==> config.mk <==
export PLATFORM = sky130hd
export DESIGN_NAME = cfg_dispatch
export DESIGN_NICKNAME = d
export VERILOG_FILES = /design/src/rtl/cfg_dispatch_pkg.sv /design/src/rtl/cfg_dispatch_fifo.sv /design/src/rtl/cfg_dispatch.sv
export SDC_FILE = /design/constraint.sdc
export NUM_CORES = 1
export LEC_CHECK = 0
export ABC_AREA = 1
export BUFFER_PORTS_ARGS = -buffer_cell sky130_fd_sc_hd__buf_2
export CORE_UTILIZATION = 61
export CTS_CLUSTER_SIZE = 14
export DETAILED_ROUTE_END_ITERATION = 16
export PLACE_DENSITY = 0.81
export SYNTH_ARGS = -nofsm -noshare
export SYNTH_HDL_FRONTEND = slang
export SYNTH_SLANG_ARGS = --single-unit
==> constraint.sdc <==
create_clock -name clk_i -period 6 [get_ports clk_i]
set_input_delay 0.6 -clock clk_i [delete_from_list [all_inputs] [get_ports clk_i]]
set_output_delay 0.6 -clock clk_i [all_outputs]
set_load 0.05 [all_outputs]
==> src/rtl/cfg_dispatch_pkg.sv <==
// Shared definitions for the config dispatcher: bus word type, config word
// field layout, dispatcher FSM states and the ceiling-count helpers.

package ascon_cfg;

    // Bus word type that carries a job configuration word
    localparam logic [2:0] D_CFG = 3'd1;

    // Config word field offsets
    localparam int HASH_BIT = 0;
    localparam int DEC_BIT  = 1;
    localparam int MODE_LSB = 2;
    localparam int MODE_W   = 3;
    localparam int TEXT_LSB = 8;
    localparam int AD_LSB   = 16;

    // Highest legal mode encoding; 5..7 are rejected at the input
    localparam logic [MODE_W-1:0] MODE_MAX = 3'd4;

    typedef enum logic [1:0] {
        S_WAIT   = 2'd0,  // no run config held
        S_LOADED = 2'd1,  // run config latched, waiting for the job start
        S_ACTIVE = 2'd2   // job running on the core
    } fsm_state_t;

endpackage

package func;

    // Ceiling division helpers. Sizes are at most 8 bits wide, so the
    // arithmetic is carried at 9 bits to absorb the rounding carry; callers
    // truncate the result back to their field width.

    // ceil(nbytes / 4)
    function automatic logic [8:0] ceil_words(input logic [8:0] nbytes);
        return (nbytes + 9'd3) >> 2;
    endfunction

    // ceil(nbytes / 8), or ceil(nbytes / 16) when rate16 is set
    function automatic logic [8:0] ceil_blocks(input logic [8:0] nbytes,
                                               input logic       rate16);
        return rate16 ? ((nbytes + 9'd15) >> 4) : ((nbytes + 9'd7) >> 3);
    endfunction

endpackage

==> src/rtl/cfg_dispatch_fifo.sv <==
// Small synchronous FIFO holding queued config words. The head word is read
// combinationally so that a pop can load it into the run register in the
// same cycle the pop is decided.

module cfg_fifo #(
    parameter int DEPTH = 4,
    parameter int W     = 32
) (
    input  logic                       clk_i,
    input  logic                       rst_n_i,
    input  logic                       push_i,
    input  logic [W-1:0]               data_i,
    input  logic                       pop_i,
    output logic [W-1:0]               data_o,
    output logic [$clog2(DEPTH+1)-1:0] count_o
);

    localparam int AW = $clog2(DEPTH);
    localparam int CW = $clog2(DEPTH+1);
    localparam logic [CW-1:0] DEPTH_C = CW'(DEPTH);

    logic [W-1:0]  mem_reg [DEPTH];
    logic [AW-1:0] wr_ptr_reg;
    logic [AW-1:0] rd_ptr_reg;
    logic [CW-1:0] count_reg;

    logic push_ok;
    logic pop_ok;

    // Guard against overflow/underflow even though the caller never asks
    assign push_ok = push_i & (count_reg != DEPTH_C);
    assign pop_ok  = pop_i & (count_reg != '0);

    // Storage write; entries carry no reset, only the count says what is valid
    always_ff @(posedge clk_i) begin
        if (push_ok) begin
            mem_reg[wr_ptr_reg] <= data_i;
        end
    end

    // Pointers wrap naturally since DEPTH is a power of two; count tracks fill
    always_ff @(posedge clk_i or negedge rst_n_i) begin
        if (!rst_n_i) begin
            wr_ptr_reg <= '0;
            rd_ptr_reg <= '0;
            count_reg  <= '0;
        end else begin
            if (push_ok) begin
                wr_ptr_reg <= wr_ptr_reg + 1'b1;
            end
            if (pop_ok) begin
                rd_ptr_reg <= rd_ptr_reg + 1'b1;
            end
            if (push_ok && !pop_ok) begin
                count_reg <= count_reg + 1'b1;
            end else if (pop_ok && !push_ok) begin
                count_reg <= count_reg - 1'b1;
            end
        end
    end

    assign data_o  = mem_reg[rd_ptr_reg];
    assign count_o = count_reg;

endmodule

==> src/rtl/cfg_dispatch.sv <==
// Config dispatcher: queues config words from the input bus, hands one at a
// time to the core as the run config, and publishes the job sizes and their
// block/word counts once the job is started.

module cfg_dispatch
    import ascon_cfg::*;
    import func::*;
#(
    parameter int DEPTH      = 4,
    parameter int SZW        = 7,
    parameter int RATE_BYTES = 8
) (
    input  logic                       clk_i,
    input  logic                       rst_n_i,
    input  logic                       bd_valid_i,
    input  logic [2:0]                 bd_type_i,
    input  logic [31:0]                bd_i,
    input  logic                       eoi_i,
    input  logic                       ready_i,
    input  logic                       almost_done_i,
    input  logic                       idle_state_i,
    output logic                       bdi_ready_o,
    output logic                       pass_data_o,
    output logic [2:0]                 run_mode_o,
    output logic                       hash_flag_o,
    output logic                       dec_flag_o,
    output logic [SZW-1:0]             ad_size_o,
    output logic [SZW-1:0]             ad_blocks_o,
    output logic [SZW-1:0]             text_bytes_o,
    output logic [SZW-1:0]             text_words_o,
    output logic [SZW-1:0]             hash_blocks_o,
    output logic [$clog2(DEPTH+1)-1:0] cfg_count_o,
    output logic                       cfg_err_o
);

    localparam int CW = $clog2(DEPTH+1);
    localparam logic [CW-1:0] DEPTH_C = CW'(DEPTH);
    localparam logic RATE16 = (RATE_BYTES == 16);

    fsm_state_t state_reg;
    fsm_state_t state_next;

    logic          bdi_ready_reg;
    logic          pass_data_reg;
    logic          cfg_err_reg;
    logic [31:0]   run_reg;
    logic [SZW-1:0] ad_size_reg;
    logic [SZW-1:0] ad_blocks_reg;
    logic [SZW-1:0] text_bytes_reg;
    logic [SZW-1:0] text_words_reg;
    logic [SZW-1:0] hash_blocks_reg;

    logic          cfg_word;
    logic          mode_ok;
    logic          push;
    logic          pop;
    logic          start;
    logic [31:0]   fifo_dout;
    logic [CW-1:0] fifo_count;
    logic [CW-1:0] count_next;

    logic [SZW-1:0] ad_field;
    logic [SZW-1:0] text_field;
    logic [SZW-1:0] ad_blocks_next;
    logic [SZW-1:0] text_words_next;
    logic [SZW-1:0] hash_blocks_next;

    // Bits of the run word that carry no field are intentionally dropped
    logic [31:0] unused_run_bits;
    assign unused_run_bits = run_reg;

    // Input acceptance: only config words with a legal mode enter the queue
    assign cfg_word = bd_valid_i & bdi_ready_reg & (bd_type_i == D_CFG);
    assign mode_ok  = (bd_i[MODE_LSB +: MODE_W] <= MODE_MAX);
    assign push     = cfg_word & mode_ok;
    assign start    = eoi_i & ready_i;

    cfg_fifo #(
        .DEPTH (DEPTH),
        .W     (32)
    ) u_fifo (
        .clk_i   (clk_i),
        .rst_n_i (rst_n_i),
        .push_i  (push),
        .data_i  (bd_i),
        .pop_i   (pop),
        .data_o  (fifo_dout),
        .count_o (fifo_count)
    );

    // Queue occupancy after this cycle's push/pop, used for flow control
    always_comb begin
        count_next = fifo_count;
        if (push && !pop) begin
            count_next = fifo_count + 1'b1;
        end else if (pop && !push) begin
            count_next = fifo_count - 1'b1;
        end
    end

    // Flow control, start pulse and illegal-mode pulse, all registered
    always_ff @(posedge clk_i or negedge rst_n_i) begin
        if (!rst_n_i) begin
            bdi_ready_reg <= 1'b0;
            pass_data_reg <= 1'b0;
            cfg_err_reg   <= 1'b0;
        end else begin
            bdi_ready_reg <= ~(eoi_i & ~ready_i) & (count_next < DEPTH_C);
            pass_data_reg <= start;
            cfg_err_reg   <= cfg_word & ~mode_ok;
        end
    end

    // Dispatcher state register
    always_ff @(posedge clk_i or negedge rst_n_i) begin
        if (!rst_n_i) begin
            state_reg <= S_WAIT;
        end else begin
            state_reg <= state_next;
        end
    end

    // Next state and pop decision; pop looks at the count before any push
    always_comb begin
        state_next = state_reg;
        pop        = 1'b0;
        case (state_reg)
            S_WAIT: begin
                if ((fifo_count != '0) && (idle_state_i || almost_done_i)) begin
                    pop        = 1'b1;
                    state_next = S_LOADED;
                end
            end
            S_LOADED: begin
                if (start) begin
                    state_next = S_ACTIVE;
                end
            end
            S_ACTIVE: begin
                if (almost_done_i || idle_state_i) begin
                    if (fifo_count != '0) begin
                        pop        = 1'b1;
                        state_next = S_LOADED;
                    end else begin
                        state_next = S_WAIT;
                    end
                end
            end
            default: begin
                state_next = S_WAIT;
            end
        endcase
    end

    // Run register: takes the queue head on every pop
    always_ff @(posedge clk_i or negedge rst_n_i) begin
        if (!rst_n_i) begin
            run_reg <= '0;
        end else if (pop) begin
            run_reg <= fifo_dout;
        end
    end

    assign ad_field   = run_reg[AD_LSB +: SZW];
    assign text_field = run_reg[TEXT_LSB +: SZW];

    assign ad_blocks_next   = SZW'(ceil_blocks(9'(ad_field), RATE16));
    assign text_words_next  = SZW'(ceil_words(9'(text_field)));
    assign hash_blocks_next = SZW'(ceil_blocks(9'(text_field), RATE16));

    // Job size registers snapshot the run config as the job is handed over
    always_ff @(posedge clk_i or negedge rst_n_i) begin
        if (!rst_n_i) begin
            ad_size_reg     <= '0;
            ad_blocks_reg   <= '0;
            text_bytes_reg  <= '0;
            text_words_reg  <= '0;
            hash_blocks_reg <= '0;
        end else if (pass_data_reg) begin
            ad_size_reg     <= ad_field;
            ad_blocks_reg   <= ad_blocks_next;
            text_bytes_reg  <= text_field;
            text_words_reg  <= text_words_next;
            hash_blocks_reg <= hash_blocks_next;
        end
    end

    assign bdi_ready_o   = bdi_ready_reg;
    assign pass_data_o   = pass_data_reg;
    assign cfg_err_o     = cfg_err_reg;
    assign cfg_count_o   = fifo_count;
    assign run_mode_o    = run_reg[MODE_LSB +: MODE_W];
    assign hash_flag_o   = run_reg[HASH_BIT];
    assign dec_flag_o    = run_reg[DEC_BIT];
    assign ad_size_o     = ad_size_reg;
    assign ad_blocks_o   = ad_blocks_reg;
    assign text_bytes_o  = text_bytes_reg;
    assign text_words_o  = text_words_reg;
    assign hash_blocks_o = hash_blocks_reg;

endmodule

# ---- Yosys cells after proc, flatten, opt, wreduce, memory -nomap -nowiden
# Memories as Yosys holds them, arrays and structs flattened. A register that Yosys moved wholly into a read port is not among the register bits.
# Cells that the tools add are included.
dict set report op_classes {
  n_bitwise 12
  n_reduce_logical 15
  eq_ne 7
  magnitude_cmp 2
  mux 15
  n_addsub 7
}
# operator n
set op_table {}
lappend op_table {{7-bit by 3-bit adder with 8-bit output, second input constant} 2}
lappend op_table {{3-bit two-way mux} 4}
lappend op_table {{1-bit bitwise AND} 9}
lappend op_table {{7-bit by 2-bit adder with 8-bit output, second input constant} 1}
lappend op_table {{1-bit two-way mux} 6}
lappend op_table {{2-bit two-way mux} 3}
lappend op_table {{2-bit inequality test, second input constant} 3}
lappend op_table {{2-bit one-hot mux with 3 select lines} 1}
lappend op_table {{1-bit logical AND} 5}
lappend op_table {{1-bit zero test} 5}
lappend op_table {{2-bit by 1-bit adder with 2-bit output, second input constant} 2}
lappend op_table {{3-bit by 1-bit adder with 3-bit output, second input constant} 1}
lappend op_table {{3-bit by 1-bit equality test with 1-bit output, second input constant} 1}
lappend op_table {{3-bit less-or-equal comparator, second input constant} 1}
lappend op_table {{3-bit < comparator, second input constant} 1}
lappend op_table {{3-bit inequality test, second input constant} 1}
lappend op_table {{1-bit NOT} 3}
lappend op_table {{3-bit AND reduction} 1}
lappend op_table {{3-bit nonzero test} 1}
lappend op_table {{3-bit by 1-bit subtractor with 3-bit output, second input constant} 1}
lappend op_table {{2-bit by 1-bit equality test with 1-bit output, second input constant} 1}
lappend op_table {{2-bit equality test, second input constant} 1}
lappend op_table {{2-bit zero test} 1}
lappend op_table {{1-bit one-hot mux with 2 select lines} 1}
lappend op_table {{2 further kinds} 2}
dict set report word_totals {
  in_bits 42
  ff_bits 45
  output_inout_bits 46
  ramBits 128
  word_cells 71
  memories 1
}
# memory depth width read_ports rd_clocked_by_memory_dff write_ports line_no
set mem_list {}
lappend mem_list {u_fifo.mem_reg 4 32 1 1 1 cfg_dispatch_fifo.sv:22} ;# logic [W-1:0] mem_reg [DEPTH];

# ---- Logic depth before layout (Yosys ltp)
dict set report depth {
  word_depth 9
  mapped_depth 10
  depth_no_buf 10
}

# ---- Hierarchy
# Synthesis repeated with hierarchy kept, for this count alone.
dict set report unflattened {
  hier_cells 709
  area_unflattened_um2 7997.7
}
# mod area_per_inst_um2 seq_area_each_um2 cells_per_inst n_inst
set modules_own_cells {}
lappend modules_own_cells {cfg_fifo 5565.3 4018.9 433 1}
lappend modules_own_cells {cfg_dispatch 2432.3 1351.3 276 1}

# ---- Worst setup path after synthesis
# Ideal clock, no wire load.
dict set report synth_path {
  kind {register to register}
  from {register u_fifo.count_reg[0], in the netlist u_fifo.count_o[0]}
  to {memory u_fifo.mem_reg[0][0], enable pin}
  required_time_ns 5.605
  arrival_time_ns 2.087
  slack_ns 3.519
  setup_ns 0.395
  stages_incl_launch_ff 6
  period_less_slack_ns 2.481
  n_path_buf 0
  cell_sequence {dfrtp_1 -> inv_1 -> ha_1 -> nand2_1 -> nand3_2 -> nor2_1}
}
dict set report synth_between {
  elab_chain_cells 4
}
# item line_no
set synth_lines {}
lappend synth_lines {{start, declared} cfg_dispatch_fifo.sv:25} ;# logic [CW-1:0] count_reg;
lappend synth_lines {{start signal, assigned} cfg_dispatch_fifo.sv:55} ;# count_reg <= count_reg + 1'b1;
lappend synth_lines {{start signal, assigned} cfg_dispatch_fifo.sv:57} ;# count_reg <= count_reg - 1'b1;
lappend synth_lines {{3-bit inequality test} cfg_dispatch_fifo.sv:31} ;# assign push_ok = push_i & (count_reg != DEPTH_C);
lappend synth_lines {{1-bit bitwise AND} cfg_dispatch_fifo.sv:31}
lappend synth_lines {{1-bit two-way mux} cfg_dispatch_fifo.sv:36} ;# if (push_ok) begin
lappend synth_lines {{1-bit two-way mux (not written as such)} cfg_dispatch_fifo.sv:37} ;# mem_reg[wr_ptr_reg] <= data_i;
lappend synth_lines {{end, declared} cfg_dispatch_fifo.sv:22}
# Every way passes these cells.

==> impl_metrics.csv <==
group,metric,value,unit
status,run_status,"finished, final reports clean",
cts,numCtsBuffers,17,
floorplanning,rows,34,
hold_path,holdCritPathClass,"input port to asynchronous set/reset pin",
global_routing,first_pass_grt_wire_length,17.4,mm
global_routing,global_route.overflow_total,0,
cts,post-cts-setup-buffer-count,0,
worst_setup_path,cp-start-kind,"register",
timing,worst_slack,3.11,ns
drt,routed_via_density,5.48,
floorplanning,core_area,0.00889,mm²
layout,share_of_layout_cells_above_drive_strength_1,20.1,%
logic_synthesis,synthTopCellsByArea,"edfxtp_1, dfrtp_1, nand2_1",
floorplanning,design.die.area,0.00977,mm²
logic_synthesis,synthesis.yosys.warnings,0,
worst_setup_path,cp.arrival,3.27,ns
logic_synthesis,syn-mean-instance-area,11.1,µm²
worst_setup_path,timing.critical_path.required,6.38,ns
logic_synthesis,synth_cells,517,
global_routing,antenna_found_initial,0,
worst_setup_path,timing.critical_path.to_type,"register",
placement,port-buffer-count,69,
global_routing,via_count_of_the_first_global_routing_pass,3692,
cts,cts_sinks,137,
cts,clockBufferDepth,2,
layout,layout_area_overhead,15.4,%
logic_synthesis,synth_seq_cells,137,
cts,clock_transition_time_at_the_flip_flop_clock_pins_of_the_worst_setup_and_hold_paths,0.06,ns
power,switching_share,40.7,%
logic_synthesis,synth-seq-area-share,66.6,%
power,leakage,2.88,nW
layout,mostFrequentLayoutCells,"nand2_1, edfxtp_1, nor2_1, buf_2",
timing,fin_crit,2.89,ns
timing,rsz_0062_raised_after_global_routing,"false",
cts,clk-insertion-delay-late,0.52,ns
floorplanning,start_util,64.3,%
floorplanning,io_pins,88,
power,clkPwrFrac,27.5,%
timing,timing_hold_violations_final,0,
worst_setup_path,critPathMaxFanout,40,
worst_setup_path,setup.worst_path.class,"register to register",
drt,routed_wirelength,10.6,mm
cts,cts_resized,0,
timing,worst_pin_slew,1.23,ns
logic_synthesis,synth_area,0.00572,mm²
cts,h-tree-depth,4,
drt,drt_first_pass_iters,4,
power,cellInternalPower,2.16,mW
placement,place_ws,3.19,ns
placement,place_hpwl,6.18,mm
power,net-switching-power,1.48,mW
timing,skew,0.00480,ns
run,max-cap-violations,0,
drt,drt_first_iter_violations,251,
power,share_seq_of_total_power,37.9,%
cts,cts_tree,"done",
drt,ant_nets,0,
placement,gp_congestion,0.745,
global_routing,gr-usage-all-layers,23.5,%
floorplanning,die-height,98.8,µm
drt,detail_route.wl_per_cell,15.0,µm
timing,timing_max_transition_violations_final,0,
timing,relSlewSlack,18.2,%
layout,antenna-diode-count,0,
worst_setup_path,timing.critical_path.buf_inv,1,
power,peakVddDrop,0.000258,V
timing,setup_violations,0,
cts,cts_hold_buf,0,
floorplanning,die-width,98.8,µm
timing,setup-tns-final,0,ns
worst_setup_path,critical_path.most_common_cell,"o21ai_0",
logic_synthesis,yosysTopAreaCell,"edfxtp_1",
worst_setup_path,critical_path.max_stage_delay,1.12,ns
worst_setup_path,cpMaxStageDelayCell,"dfrtp_1",
cts,cts_root_buffer,"clkbuf_8",
global_routing,largest_net_degree_at_the_start_of_global_routing,62,
power,power.share.combinational,34.6,%
layout,mostFrequentLayoutCell,"nand2_1",
worst_setup_path,crit_family,"flip-flops",
logic_synthesis,synth_top_cell_area_share,39.9,%
drt,drc,0,
drt,via_count,3856,
timing,finalHoldWorstSlack,0.219,ns
power,power_per_cell_area,551,mW/mm²
timing,finalCritPeriodShare,48.1,%
layout,finish.net_count,633,
logic_synthesis,synth.distinct_cells,30,
worst_setup_path,crit_chain,"inv_1, o21ai_0, o21ai_0, nand2_1, o21ai_0",
timing,fmax,346,MHz
layout,largest_register_ffs,76,
[logic make-up after synthesis]
kind of cell / Yosys count / synth area share, %
AOI/OAI and AO/OA: 100 / 9.52
adders and majority gates: 8 / 1.75
xor gates and xnor gates: 8 / 1.36
DFF: 137 / 66.6
other: 1 / 0.0656
buffers and inverters: 66 / 6.28
and+or+nand+nor: 197 / 14.4
[Yosys cell counts (all sizes together)]
| cell type | instances |
|---|---|
| dfrtp | 61 |
| clkbuf | 6 |
| nor2 | 77 |
| nand4 | 3 |
| nand2 | 99 |
| conb | 1 |
| ha | 8 |
| o21ai | 94 |
| a21oi | 2 |
| xor2 | 5 |
| o211ai | 2 |
| xnor2 | 3 |
| o31ai | 2 |
| inv | 35 |
| buf | 25 |
| nand3 | 18 |
| edfxtp | 76 |
[cell type report]
cell class | count | area (µm²)
well taps | 108 | 135
repair buffers | 74 | 383
clock buffers | 19 | 422
clock inverters | 13 | 153
inverters | 35 | 134
multi-input cells | 318 | 1570
fillers | 572 | 2290
flip-flops and latches | 137 | 3810
[power groups by stage]
| stage | Combinational [mW] | Sequential, mW | Clock [mW] |
|---|---|---|---|
| after CTS | 1.26 | 1.37 | 1.01 |
| final | 1.26 | 1.38 | 1.00 |
| after global routing | 1.38 | 1.41 | 1.05 |
| after floorplan | 0.778 | 1.64 | 0 |
| after detailed placement | 1.24 | 1.39 | 0 |
| after global placement | 1.21 | 1.38 | 0 |
[stage by stage]
stage	instance area (µm²)	power, mW	util [%]	instances
floorplan	5730	2.42	-	521
global placement	6030	2.58	67.8	672
detailed placement	6030	2.63	67.8	672
CTS	6600	3.65	74.2	704
global route	6600	3.83	74.2	704
finish	6600	3.64	74.2	704
[layer usage]
metal  GRT usage, %  part of all wire, %  wire length (µm)
met3           6.88                  7.4               778
met5              0                    0                 0
met2           38.1                   49              5140
met4           9.87                  1.7               178
met1           29.9                   42              4470
[final timing paths]
kind	startpoint	cells after the start	endpoint	slack (ns)
worst max-delay path	u_fifo.rd_ptr_reg[0]$_DFFE_PN0P_	5	run_reg[21]$_DFFE_PN0N_	3.11
worst min-delay path	rst_n_i	2	text_words_o[0]$_DFFE_PN0P_	0.22
worst max register to register	u_fifo.rd_ptr_reg[0]$_DFFE_PN0P_	5	run_reg[21]$_DFFE_PN0N_	3.11
worst min register to register	text_bytes_o[6]$_DFFE_PN0P_	2	text_bytes_o[6]$_DFFE_PN0P_	0.47
max in group asynchronous	rst_n_i	2	ad_size_o[4]$_DFFE_PN0P_	5.27
min in group clk_i	bd_i[13]	1	u_fifo.mem_reg[0][13]$_DFFE_PP_	0.29
Power figures use the tool's default switching activity.
